--- src/rtl/control_unit.sv ---
// k_and_s_pkg: instruction decode type shared by the K&S 16-bit processor blocks.
// control_unit: multi-cycle Moore sequencer driving data_path control strobes.
//   clk, rst_n            clock (rising edge) / async active-low reset
//   decoded_instruction   current IR decode
//   zero_op, neg_op,
//   unsigned_overflow,
//   signed_overflow       registered ALU flags, sampled in BR_COND
//   branch, pc_enable     PC load select / PC update strobe
//   ir_enable             IR load strobe
//   addr_sel              0: RAM address = PC, 1: operand address
//   c_sel                 write-back source, 0: ALU, 1: data_in
//   operation             ALU op: 00 ADD, 01 SUB, 10 AND, 11 OR
//   write_reg_enable      register-file write strobe
//   flags_reg_enable      flag-register capture strobe
//   ram_write_enable      RAM write strobe
//   halt                  processor halted
//   instr_count           saturating retired-instruction counter
package k_and_s_pkg;

    typedef enum logic [3:0] {
        I_NOP    = 4'd0,
        I_LOAD   = 4'd1,
        I_STORE  = 4'd2,
        I_MOVE   = 4'd3,
        I_ADD    = 4'd4,
        I_SUB    = 4'd5,
        I_AND    = 4'd6,
        I_OR     = 4'd7,
        I_BRANCH = 4'd8,
        I_BZERO  = 4'd9,
        I_BNEG   = 4'd10,
        I_BOV    = 4'd11,
        I_BNNEG  = 4'd12,
        I_BNZERO = 4'd13,
        I_HALT   = 4'd14
    } decoded_instruction_type;

endpackage

module control_unit
    import k_and_s_pkg::*;
#(
    parameter int unsigned CNT_W      = 16,
    parameter bit          BOV_SIGNED = 1'b1
) (
    input  logic                    clk,
    input  logic                    rst_n,
    input  decoded_instruction_type decoded_instruction,
    input  logic                    zero_op,
    input  logic                    neg_op,
    input  logic                    unsigned_overflow,
    input  logic                    signed_overflow,
    output logic                    branch,
    output logic                    pc_enable,
    output logic                    ir_enable,
    output logic                    addr_sel,
    output logic                    c_sel,
    output logic [1:0]              operation,
    output logic                    write_reg_enable,
    output logic                    flags_reg_enable,
    output logic                    ram_write_enable,
    output logic                    halt,
    output logic [CNT_W-1:0]        instr_count
);

    typedef enum logic [3:0] {
        S_INIT      = 4'd0,
        S_FETCH     = 4'd1,
        S_DECODE    = 4'd2,
        S_LOAD_1    = 4'd3,
        S_LOAD_2    = 4'd4,
        S_STORE_1   = 4'd5,
        S_STORE_2   = 4'd6,
        S_MOVE      = 4'd7,
        S_ALU       = 4'd8,
        S_BR_UNCOND = 4'd9,
        S_BR_COND   = 4'd10,
        S_HALT      = 4'd11
    } state_t;

    state_t                  state, state_nxt;
    decoded_instruction_type op_q;
    logic                    bov_flag;
    logic                    cond_c;

    // State register, opcode latch and retired-instruction counter
    always_ff @(posedge clk or negedge rst_n) begin
        if (!rst_n) begin
            state       <= S_INIT;
            op_q        <= I_NOP;
            instr_count <= '0;
        end else begin
            state <= state_nxt;
            if (state == S_DECODE) begin
                op_q <= decoded_instruction;
                if (instr_count != {CNT_W{1'b1}}) begin
                    instr_count <= instr_count + CNT_W'(1);
                end
            end
        end
    end

    assign bov_flag = BOV_SIGNED ? signed_overflow : unsigned_overflow;

    // Branch condition for the opcode latched in DECODE
    always_comb begin
        cond_c = 1'b0;
        case (op_q)
            I_BZERO:  cond_c = zero_op;
            I_BNEG:   cond_c = neg_op;
            I_BOV:    cond_c = bov_flag;
            I_BNNEG:  cond_c = !neg_op;
            I_BNZERO: cond_c = !zero_op;
            default:  cond_c = 1'b0;
        endcase
    end

    // Next-state and Moore output decode
    always_comb begin
        state_nxt        = S_INIT;
        branch           = 1'b0;
        pc_enable        = 1'b0;
        ir_enable        = 1'b0;
        addr_sel         = 1'b0;
        c_sel            = 1'b0;
        operation        = 2'b00;
        write_reg_enable = 1'b0;
        flags_reg_enable = 1'b0;
        ram_write_enable = 1'b0;
        halt             = 1'b0;
        case (state)
            S_INIT: begin
                state_nxt = S_FETCH;
            end
            S_FETCH: begin
                ir_enable = 1'b1;
                state_nxt = S_DECODE;
            end
            S_DECODE: begin
                pc_enable = 1'b1;
                case (decoded_instruction)
                    I_LOAD:   state_nxt = S_LOAD_1;
                    I_STORE:  state_nxt = S_STORE_1;
                    I_MOVE:   state_nxt = S_MOVE;
                    I_ADD, I_SUB, I_AND, I_OR:
                              state_nxt = S_ALU;
                    I_BRANCH: state_nxt = S_BR_UNCOND;
                    I_BZERO, I_BNEG, I_BOV, I_BNNEG, I_BNZERO:
                              state_nxt = S_BR_COND;
                    I_HALT:   state_nxt = S_HALT;
                    default:  state_nxt = S_FETCH;
                endcase
            end
            S_LOAD_1: begin
                addr_sel  = 1'b1;
                c_sel     = 1'b1;
                state_nxt = S_LOAD_2;
            end
            S_LOAD_2: begin
                addr_sel         = 1'b1;
                c_sel            = 1'b1;
                write_reg_enable = 1'b1;
                state_nxt        = S_FETCH;
            end
            S_STORE_1: begin
                addr_sel  = 1'b1;
                state_nxt = S_STORE_2;
            end
            S_STORE_2: begin
                addr_sel         = 1'b1;
                ram_write_enable = 1'b1;
                state_nxt        = S_FETCH;
            end
            S_MOVE: begin
                // OR of the source with itself copies it through the ALU
                operation        = 2'b11;
                write_reg_enable = 1'b1;
                state_nxt        = S_FETCH;
            end
            S_ALU: begin
                case (op_q)
                    I_SUB:   operation = 2'b01;
                    I_AND:   operation = 2'b10;
                    I_OR:    operation = 2'b11;
                    default: operation = 2'b00;
                endcase
                write_reg_enable = 1'b1;
                flags_reg_enable = 1'b1;
                state_nxt        = S_FETCH;
            end
            S_BR_UNCOND: begin
                branch    = 1'b1;
                pc_enable = 1'b1;
                state_nxt = S_FETCH;
            end
            S_BR_COND: begin
                branch    = cond_c;
                pc_enable = cond_c;
                state_nxt = S_FETCH;
            end
            S_HALT: begin
                halt      = 1'b1;
                state_nxt = S_HALT;
            end
            default: begin
                state_nxt = S_INIT;
            end
        endcase
    end

endmodule

--- config.mk ---
export PLATFORM = sky130hd
export DESIGN_NAME = control_unit
export DESIGN_NICKNAME = d
export VERILOG_FILES = /design/src/rtl/control_unit.sv
export SDC_FILE = /design/constraint.sdc
export NUM_CORES = 1
export LEC_CHECK = 0
export BUFFER_PORTS_ARGS = -buffer_cell sky130_fd_sc_hd__buf_2
export CORE_MARGIN = 4
export CORE_UTILIZATION = 51
export CTS_CLUSTER_DIAMETER = 50
export DETAILED_ROUTE_END_ITERATION = 6
export PLACE_DENSITY = 0.85
export SLEW_MARGIN = 30
export SYNTH_ARGS = -nofsm -noshare
export SYNTH_HDL_FRONTEND = slang
export SYNTH_SLANG_ARGS = --single-unit
export TNS_END_PERCENT = 1
--- constraint.sdc ---
create_clock -name clk -period 2.5 [get_ports clk]
set_input_delay 0.125 -clock clk [delete_from_list [all_inputs] [get_ports clk]]
set_output_delay 0.125 -clock clk [all_outputs]
set_load 0.01 [all_outputs]
**Word level (Yosys, flattened, before mapping)**

Memories as Yosys holds them, arrays and structs flattened.
Cells that the tools add are included.

- Bits in read-only memories: 64
- Memories: 1
- Register bits after elaboration: 24

- Eq/ne operators: 20
- Muxes and demuxes: 13
- Reduce and logical (&&, ||, !) cells: 9
- $add $sub $neg: 1

Memory list:

| memory | depth | bits a word | read ports | clocked after memory_dff | write ports | line | source |
|---|---|---|---|---|---|---|---|
| (no name shown) | 16 | 4 | 1 | 0 | 0 | 141 | `case (decoded_instruction)` |

Operator list:

| operator | number |
|---|---|
| 4-bit equality test, second input constant | 9 |
| 4-bit by 3-bit equality test with 1-bit output, second input constant | 7 |
| 4-bit one-hot mux with 6 select lines | 1 |
| 16-bit by 1-bit adder with 16-bit output, second input constant | 1 |
| 16-bit inequality test, second input constant | 1 |
| 4-bit by 2-bit equality test with 1-bit output, second input constant | 2 |
| 1-bit two-way mux | 7 |
| 7-bit OR reduction | 1 |
| 2-bit one-hot mux with 3 select lines | 1 |
| 1-bit one-hot mux with 5 select lines | 1 |
| 4-bit by 1-bit equality test with 1-bit output, second input constant | 1 |
| 4-bit zero test | 1 |
| 1-bit one-hot mux with 2 select lines | 2 |
| 2-bit one-hot mux with 2 select lines | 1 |
| 2-bit OR reduction | 2 |
| 4-bit OR reduction | 1 |
| 3-bit OR reduction | 1 |
| 1-bit zero test | 2 |
| 2-bit AND reduction | 1 |

**Logic depth before layout (Yosys ltp)**

Gate-level depths: netlist (run 1).

- Depth after elaboration: 3
- Depth in mapped cells: 5
- Mapped depth without buffers: 5

**Least setup slack after synthesis (run 1)**

Ideal clock, no wire load.

- Path kind: reg2reg
- Start point: reg state[2]
- End point: reg instr_count[15]
- Slack: 518 ps
- Buffers on the path: 1
- Data arrival time: 1902 ps
- Stages on the path, launching flop included: 6
- Clock period less this slack: 1982 ps
- Setup time: 79 ps
- Cells stage by stage: dfrtp_1 > or4b_1 > or4_1 > clkbuf_1 > nor4_1 > xor2_1

- Word-level cells in the longest chain between the ends: 2

Ends and longest elaborated chain:

| what | line | source |
|---|---|---|
| start: declaration | 81 | `state_t state, state_nxt;` |
| start signal: assignment | 93 | `state <= state_nxt;` |
| 4-bit by 2-bit equality test with 1-bit output | 94 | `if (state == S_DECODE) begin` |
| 2-bit AND reduction (no source line) | n/a |  |
| end signal: assignment | 97 | `instr_count <= instr_count + CNT_W'(1);` |
| end: declaration | 63 | `output logic [CNT_W-1:0] instr_count` |

No other way between the ends.
A chain may end at the register's enable or synchronous reset.

**Worst setup path in the final report (run 1)**

- Start point: reg state[0]
- End point: reg instr_count[13]

The elaborated chain is that of the path after synthesis.

==> reports/qor.txt, run 1 <==
Status -> finished, final reports clean
Initial antenna violation count -> 0
Worst path top cell family by delay -> simple AND/OR/NAND/NOR gates
Share of cells above drive strength 1 -> 24.4%
Die W -> 59.9 µm
Reg power frac -> 40.4%
Avg WL per Cell -> 14.5 µm
Startpoint types -> register
Routability congestion estimate -> 0.867
WP data required -> 2.74 ns
DRC viols -> 0
Crit path DAT -> 2.49 ns
Rel. slew slack -> 65.3%
Post-Layout Cell Count -> 223
Starting DRC count in detailed routing -> 46
Hold path startpoint -> decoded_instruction[0]
Hold Fails Final Rpt -> 0
Worst R2R Start -> state[0]$_DFF_PN0_
Post-synth EDFFs -> 0
Via count -> 1284
Diode count -> 0
Sum of buffers and inverters on the critical path -> 0
ANT nets after route -> 0
Worst path cell trace -> or4b_1, or4_1, nor4_1, xor2_1
Largest net degree at the start of global routing -> 25
Worst slew pin tran -> 0.520 ns
Async SR Flop Fraction -> 100%
Ranking of synthesized cells by area -> dfrtp_1 44%, xor2_1 7.7%, nand2_1 5.7%, o21ai_0 4.4%, nor2_1 3.3%
Switching power -> 0.596 mW
Hold Path Class -> input port to register
Syn Area/Cell -> 8.86 µm²
Overflow after GRT -> 0
Top post-synthesis cells by count -> 24 x dfrtp_1, 21 x nand2_1, 12 x nor2_1, 12 x o21ai_0, 12 x xor2_1
Global-route wire length before repair -> 5600 µm
Sw Ratio -> 39.1%
Site Rows -> 18
Power share of the combinational group -> 41.4%
Crit end category -> register
Crit path launch -> state[0]$_DFF_PN0_
Via-to-Cell Ratio -> 5.76
#FFs+latches synth -> 24
WS Path Type -> register to register
DP HPWL -> 2470 µm
Int Power -> 0.927 mW
Final Setup Violations -> 0
Cell taking the most area after synthesis -> dfrtp_1
Total Routing Usage GR -> 20.5%
Area Growth Syn to Fin -> 20.6%
Setup Buffers After CTS -> 0
Initial Util -> 54.5%
Clock slew at reported path FFs -> 0.13 ns
RSZ-0062 raised after global routing -> false
Setup TNS -> 0 ns
Port Buf Inserts -> 35
Most frequent cell after synthesis -> dfrtp_1
Leakage -> 0.870 nW
Htree depth -> 1
Fillers -> 198
Synth Cell Area -> 1370 µm²
Yosys cell types -> 37
Mapped Cells -> 155
Die height -> 59.9 µm
CTS tree -> done
IO Pins -> 37
Final min period -> 2.25 ns
Final period util -> 90.0%
Fmax -> 0.444 GHz
MaxCap Viol Count -> 0
Vias in the first global route -> 1210
Nets -> 205
VDD IR-drop max -> 0.871 mV
Sink Count -> 24
CP Max Fanout -> 11
Clock latency on the worst-skew pair -> 0.31 ns
Synth Flop Type -> dfrtp_1
Cts bufs inserted -> 3
Drt total wl -> 3240 µm
Clock skew -> 0.00112 ns
Max-slew violation count -> 0
Detailed Routing Iterations Pass 1 -> 4
Core Region -> 2520 µm²
CP max stage delay -> 0.64 ns
Synth warnings -> 0
Root Buffer -> clkbuf_4
Die area -> 3590 µm²
Synth top area share -> 43.7%
PD cells -> 919 nW/µm²
Inst Count DP -> 218
Mapped Nets -> 166
Sequential fraction of the synthesis area -> 43.7%
CTS Buffer Depth -> 2
Clock network power share -> 18.2%
CP max stage cell -> or4_1
-- final cells by class --
cell class | instances | area [µm²] | area share (%)
clock inverter | 1 | 30.0 | 1.81
inverter | 3 | 11.3 | 0.680
tap | 30 | 37.5 | 2.27
clock buffer | 3 | 22.5 | 1.36
multi-input combinational | 121 | 732 | 44.2
timing repair buffer | 41 | 223 | 13.4
sequential | 24 | 601 | 36.3
-- per-layer routing --
metal / global-route usage [%] / up-vias / wire (µm)
met1: 27.5 / 626 / 1390
met2: 34.6 / 31 / 1700
met4: 5.70 / 0 / 24
li1: - / 623 / -
met5: 0 / - / 0
met3: 2.59 / 4 / 133
-- layout by cell type (no fill, tap or decap), types with 2 or more instances in the layout --
cell / n
nand2_1: 21
nor2b_1: 4
and3b_1: 2
buf_4: 5
a21oi_1: 8
nand4_1: 4
dfrtp_1: 24
nand2b_1: 3
nor3_1: 6
inv_1: 3
mux2i_1: 2
nor3b_1: 2
o21ai_0: 12
buf_2: 35
and3_1: 2
nor4b_1: 3
clkbuf_4: 3
nand3_1: 5
xor2_1: 12
nor4_1: 3
o21a_1: 2
a21o_1: 3
nor2_1: 12
-- metrics by stage --
| step | utilization [%] | worst slack (ns) | instance area [µm²] | hold slack (ns) | power (mW) |
|---|---|---|---|---|---|
| after CTS | 65.7 | 0.253 | 1660 | 0.0716 | 1.53 |
| after floorplan | - | 0.518 | 1370 | -0.171 | 1.01 |
| final | 65.7 | 0.249 | 1660 | 0.0859 | 1.52 |
| after global placement | 63.2 | 0.331 | 1590 | 0.122 | 1.21 |
| after global routing | 65.7 | 0.0440 | 1660 | 0.0531 | 1.64 |
| after detailed placement | 63.2 | 0.282 | 1590 | 0.135 | 1.24 |
-- cells by family (layout without fill, tap and decap cells) --
family	count (synthesis)	after routing	synth area share (%)
fa+ha+maj	1	1	0.911
xor+xnor	13	13	8.29
mux	3	3	2.28
flops	24	24	43.7
buf+inv	10	48	3.01
compound gates	32	32	14.2
simple gates	72	72	27.6
-- worst reg2reg max path, delay by kind of cell (launching register included) --
family	cells	cell delay, ns
flip-flops	1	0.50
AND/OR/NAND/NOR	3	1.50
XOR/XNOR	1	0.18
-- repair_timing --
item | CTS | global route
endpoints found under the hold margin | 24 | 0
hold buffers | 1 | 0
gates resized for setup | 0 | 0
-- flip-flops by register name, indices dropped and copies added, names as in the netlist --
| signal | flops |
|---|---|
| state | 4 |
| op_q | 4 |
| instr_count | 16 |
-- power by group through the flow --
stage | Sequential (mW) | Combinational [mW] | Clock, mW
global route | 0.635 | 0.704 | 0.304
floorplan | 0.591 | 0.422 | 0
global placement | 0.612 | 0.595 | 0
detailed placement | 0.620 | 0.624 | 0
finish | 0.615 | 0.630 | 0.277
CTS | 0.612 | 0.629 | 0.285
-- path summary, 6_finish.rpt --
check	endpoint	slack, ns	depth (start not counted)
max	instr_count[13]$_DFFE_PN0P_	0.25	4
min	op_q[0]$_DFFE_PN0P_	0.09	3
max reg2reg	instr_count[13]$_DFFE_PN0P_	0.25	4
min reg2reg	instr_count[14]$_DFFE_PN0P_	0.51	1
max in group asynchronous	instr_count[15]$_DFFE_PN0P_	1.84	2
min in group asynchronous	op_q[0]$_DFFE_PN0P_	0.31	2
(Power assumes the default switching activity.)
==> inputs of run 2 (changes only) <==
REMOVE_ABC_BUFFERS = 1   (was not set)
==> run 2 against run 1 <==
Compared with the run above: sequential power shrank 5.5%; cell area is essentially flat; routed wire length shrank 2.0%; total power shrank 4.7%; non-clock buffer count grew 2; critical endpoint unchanged; combinational power grew 6.5%; highest routed layer unchanged; sequential share of layout area is essentially flat; register-to-register slack gained 0.12 ns; sequential cell count is the same; global-route usage shrank 1.9 points; first-iteration DRC count grew 140%; largest power group unchanged.
==> reports/qor.txt, run 2 (synthesis results as in run 1) <==
Status -> finished, final reports clean
Overflow after GRT -> 0
DP HPWL -> 2400 µm
Commonest non-fill, non-tap cells in the layout -> 35 x buf_2, 24 x dfrtp_1, 21 x nand2_1
Crit end category -> register
Final period util -> 85.3%
Most flops, register -> instr_count
Die height -> 59.9 µm
CP Max Fanout -> 6
Leakage -> 0.873 nW
Via-to-Cell Ratio -> 5.81
Setup Buffers After CTS -> 0
Post-Layout Cell Count -> 225
CTS tree -> done
Cts bufs inserted -> 3
Initial antenna violation count -> 0
Hold Path Class -> input port to register
Rel. slew slack -> 64.7%
Reg2Reg Depth -> 4
Diode count -> 0
FF+latch area -> 601 µm²
Drt total wl -> 3180 µm
Die area -> 3590 µm²
PD cells -> 876 nW/µm²
RSZ-0062 raised after global routing -> false
Clock skew -> 0.00304 ns
Root Buffer -> clkbuf_4
Avg WL per Cell -> 14.1 µm
MaxCap Viol Count -> 0
Setup TNS -> 0 ns
Die W -> 59.9 µm
Detailed Routing Iterations Pass 1 -> 4
WS Path Type -> register to register
Via count -> 1308
Share of cells above drive strength 1 -> 25.1%
Hold-fix buffers at CTS -> 1
CP max stage cell -> or4_1
Hold Fails Final Rpt -> 0
Htree depth -> 1
Area Growth Syn to Fin -> 20.5%
Multi-input logic area -> 732 µm²
Worst path cell trace -> or4b_1, or4_1, nor4_1, xor2_1
Startpoint types -> register
Vias in the first global route -> 1205
Clock latency on the worst-skew pair -> 0.31 ns
Initial Util -> 54.5%
ANT nets after route -> 0
Sink Count -> 24
WP data required -> 2.74 ns
Global-route wire length before repair -> 5150 µm
Max-slew violation count -> 0
WHS Path Cells -> 3
Port Buf Inserts -> 35
Largest registers -> instr_count x16, op_q x4, state x4
DRC viols -> 0
Worst slew pin tran -> 0.530 ns
PostCTS Resize Cnt -> 0
Routability congestion estimate -> 0.848
Clock slew at reported path FFs -> 0.12 ns
Total Routing Usage GR -> 18.6%
CP max stage delay -> 0.65 ns
Fillers -> 223
Nets -> 207
Inst Count DP -> 220
Fmax -> 0.469 GHz
Final Setup Violations -> 0
Site Rows -> 18
Starting DRC count in detailed routing -> 111
Setup ws final -> 0.367 ns
CTS Buffer Depth -> 2
IO Pins -> 37
Crit path DAT -> 2.37 ns
Commonest non-fill, non-tap cell in the layout -> buf_2
Largest net degree at the start of global routing -> 25
Core Region -> 2520 µm²
Max FFs per register -> 16
VDD IR-drop max -> 0.580 mV
Final min period -> 2.13 ns
Post-place setup slack -> 0.405 ns
[run 2: worst max-delay path: cells and delay by family (launching register included)]
kind             cells  cell delay (ns)
AND/OR/NAND/NOR      3             1.49
flip-flops           1             0.40
XOR/XNOR             1             0.18
[run 2: per-stage QoR]
step	area (µm²)	util (%)	hold slack, ns	power (mW)
after detailed placement	1610	63.8	0.135	1.26
after global placement	1610	63.8	0.120	1.23
after global routing	1660	65.6	0.0455	1.57
after CTS	1660	65.6	0.0446	1.46
final	1660	65.6	0.0542	1.45
after floorplan	1340	-	-0.171	0.987
[run 2: layout make-up]
| type | instances | area share [%] |
|---|---|---|
| Multi-Input combinational cell | 121 | 44.2 |
| Sequential cell | 24 | 36.3 |
| Timing Repair Buffer | 43 | 14.4 |
| Tap cell | 30 | 2.27 |
| Clock buffer | 4 | 2.19 |
| Inverter | 3 | 0.680 |
[run 2: per-layer routing]
metal | GRT usage, % | wire length [µm] | part of all wire (%)
met1 | 23.4 | 1360 | 43
met2 | 30.6 | 1510 | 47
met3 | 4.10 | 250 | 7.9
met4 | 7.59 | 60 | 1.9
met5 | 0 | 0 | 0
[run 2: path summary, 6_finish.rpt]
path                                        start                     endpoint  slack (ns)
setup / recovery               state[0]$_DFF_PN0_  instr_count[13]$_DFFE_PN0P_        0.37
hold / removal             decoded_instruction[0]          op_q[0]$_DFFE_PN0P_        0.05
setup reg to reg               state[0]$_DFF_PN0_  instr_count[13]$_DFFE_PN0P_        0.37
hold reg to reg               op_q[3]$_DFFE_PN0P_          op_q[3]$_DFFE_PN0P_        0.52
max in group asynchronous                   rst_n           state[1]$_DFF_PN0_        1.84
min in group asynchronous                   rst_n  instr_count[11]$_DFFE_PN0P_        0.31
[run 2: power by group]
part / internal (mW) / switching [mW] / leakage [nW]
sequential: 0.485 / 0.0959 / 0.316
combinational: 0.298 / 0.373 / 0.536
clock: 0.0889 / 0.109 / 0.0210
==> inputs of run 3 (changes only) <==
CORE_MARGIN = 5   (was 4)
REMOVE_ABC_BUFFERS = not set   (was 1)
SLEW_MARGIN = not set   (was 30)
==> run 3 against run 2 <==
Compared with the run above: sequential power increased by 9.3%; clock power fell by 17%; cell count down 1.8%; global-route usage decreased by 0.78 points; combinational power is 11% lower; maximum frequency shrank 7.2%; via count is 2.1% lower; critical path type unchanged; largest cell class unchanged; largest power group is now sequential cells; highest routed layer unchanged.
==> reports/qor.txt, run 3 (synthesis results as in run 1) <==
Status -> finished, final reports clean
Die height -> 61.9 µm
Sum of buffers and inverters on the critical path -> 0
Core Region -> 2520 µm²
Initial Util -> 54.5%
Worst slew pin tran -> 0.511 ns
Overflow after GRT -> 0
MaxCap Viol Count -> 0
Worst path cell trace -> or4b_1, or4_1, nor4_1, xor2_1
Largest registers -> instr_count x16, op_q x4, state x4
Initial antenna violation count -> 0
Via-to-Cell Ratio -> 5.79
Rel. slew slack -> 65.5%
Commonest non-fill, non-tap cell in the layout -> buf_2
CTS tree -> done
Die area -> 3830 µm²
Drt total wl -> 3170 µm
Share of cells above drive strength 1 -> 23.6%
Worst path top cell family by delay -> simple AND/OR/NAND/NOR gates
Placed inst area -> 1590 µm²
Port Buf Inserts -> 35
Top sig layer -> met4
Global-route wire length before repair -> 5180 µm
Setup Buffers After CTS -> 0
Routability congestion estimate -> 0.855
Diode count -> 0
Starting DRC count in detailed routing -> 50
Final min period -> 2.30 ns
VDD IR-drop max -> 0.776 mV
Fmax -> 0.435 GHz
CP max stage cell -> or4_1
PD cells -> 863 nW/µm²
Hold-fix buffers at CTS -> 1
Metal1 wirelength -> 1390 µm
Hold Fails Final Rpt -> 0
Vias in the first global route -> 1179
WP data required -> 2.74 ns
Die W -> 61.9 µm
CP max stage delay -> 0.64 ns
Total Routing Usage GR -> 17.8%
Fin area -> 1620 µm²
CP Max Fanout -> 13
CTS Buffer Depth -> 2
Crit path DAT -> 2.54 ns
DR WL met3 -> 146 µm
Metal2 WL -> 1610 µm
Root Buffer -> clkbuf_4
Most flops, register -> instr_count
Max-slew violation count -> 0
Detailed Routing Iterations Pass 1 -> 4
DRC viols -> 0
Startpoint types -> register
Max FFs per register -> 16
Final core utilization -> 64.2%
Htree depth -> 1
RSZ-0062 raised after global routing -> false
IO Pins -> 37
PostCTS Resize Cnt -> 0
Fillers -> 214
Leakage -> 0.850 nW
ANT nets after route -> 0
Avg WL per Cell -> 14.3 µm
Crit end category -> register
Cts bufs inserted -> 3
DP HPWL -> 2450 µm
Commonest non-fill, non-tap cells in the layout -> 35 x buf_2, 24 x dfrtp_1, 21 x nand2_1
Setup TNS -> 0 ns
Area Growth Syn to Fin -> 17.9%
Nets -> 204
Sink Count -> 24
WS Path Type -> register to register
Site Rows -> 18
Final Setup Violations -> 0
Clock latency on the worst-skew pair -> 0.31 ns
Clock skew -> 0.00132 ns
Clock slew at reported path FFs -> 0.12 ns
Hold Path Class -> input port to register
Final period util -> 91.9%
Largest net degree at the start of global routing -> 25
Via count -> 1280
run 3: layout make-up:
cell class / count / area (µm²) / area share [%]
Inverter: 3 / 11.3 / 0.696
Clock buffer: 3 / 22.5 / 1.39
Timing Repair Buffer: 40 / 215 / 13.3
Tap cell: 30 / 37.5 / 2.32
Sequential cell: 24 / 601 / 37.1
Multi-Input combinational cell: 121 / 732 / 45.2
run 3: final timing paths:
kind	slack [ns]	endpoint	startpoint	depth (start not counted)
hold / removal	0.05	op_q[0]$_DFFE_PN0P_	decoded_instruction[0]	3
min in group asynchronous	0.30	instr_count[12]$_DFFE_PN0P_	rst_n	2
max in group asynchronous	1.85	instr_count[7]$_DFFE_PN0P_	rst_n	2
setup reg to reg	0.20	instr_count[13]$_DFFE_PN0P_	state[2]$_DFF_PN0_	4
setup / recovery	0.20	instr_count[13]$_DFFE_PN0P_	state[2]$_DFF_PN0_	4
hold reg to reg	0.51	instr_count[14]$_DFFE_PN0P_	instr_count[14]$_DFFE_PN0P_	1
run 3: power by group:
group          switching [mW]  internal (mW)  leakage (nW)  total, mW
clock                   0.108         0.0564        0.0138      0.164
sequential              0.150          0.484         0.316      0.635
combinational           0.324          0.274         0.521      0.599
run 3: layer usage:
metal  GRT usage (%)  vias up
met3            4.34        4
met5               0        -
met4            4.24        0
met2            30.5       28
met1            22.7      620
li1                -      628
run 3: through the flow:
step	power (mW)	setup slack [ns]	hold slack [ns]	cells
2_1_floorplan	1.01	0.518	-0.171	155
5_1_grt	1.51	0.0678	0.0656	221
4_1_cts	1.40	0.199	0.0487	221
6_report	1.40	0.201	0.0543	221
3_3_place_gp	1.20	0.320	0.120	217
3_5_place_dp	1.24	0.231	0.130	217
run 3: worst register-to-register path, stage by stage (launching register included):
cell and delay [ns]:
dfrtp_1 0.53, or4b_1 0.58, or4_1 0.64, nor4_1 0.30
xor2_1 0.18
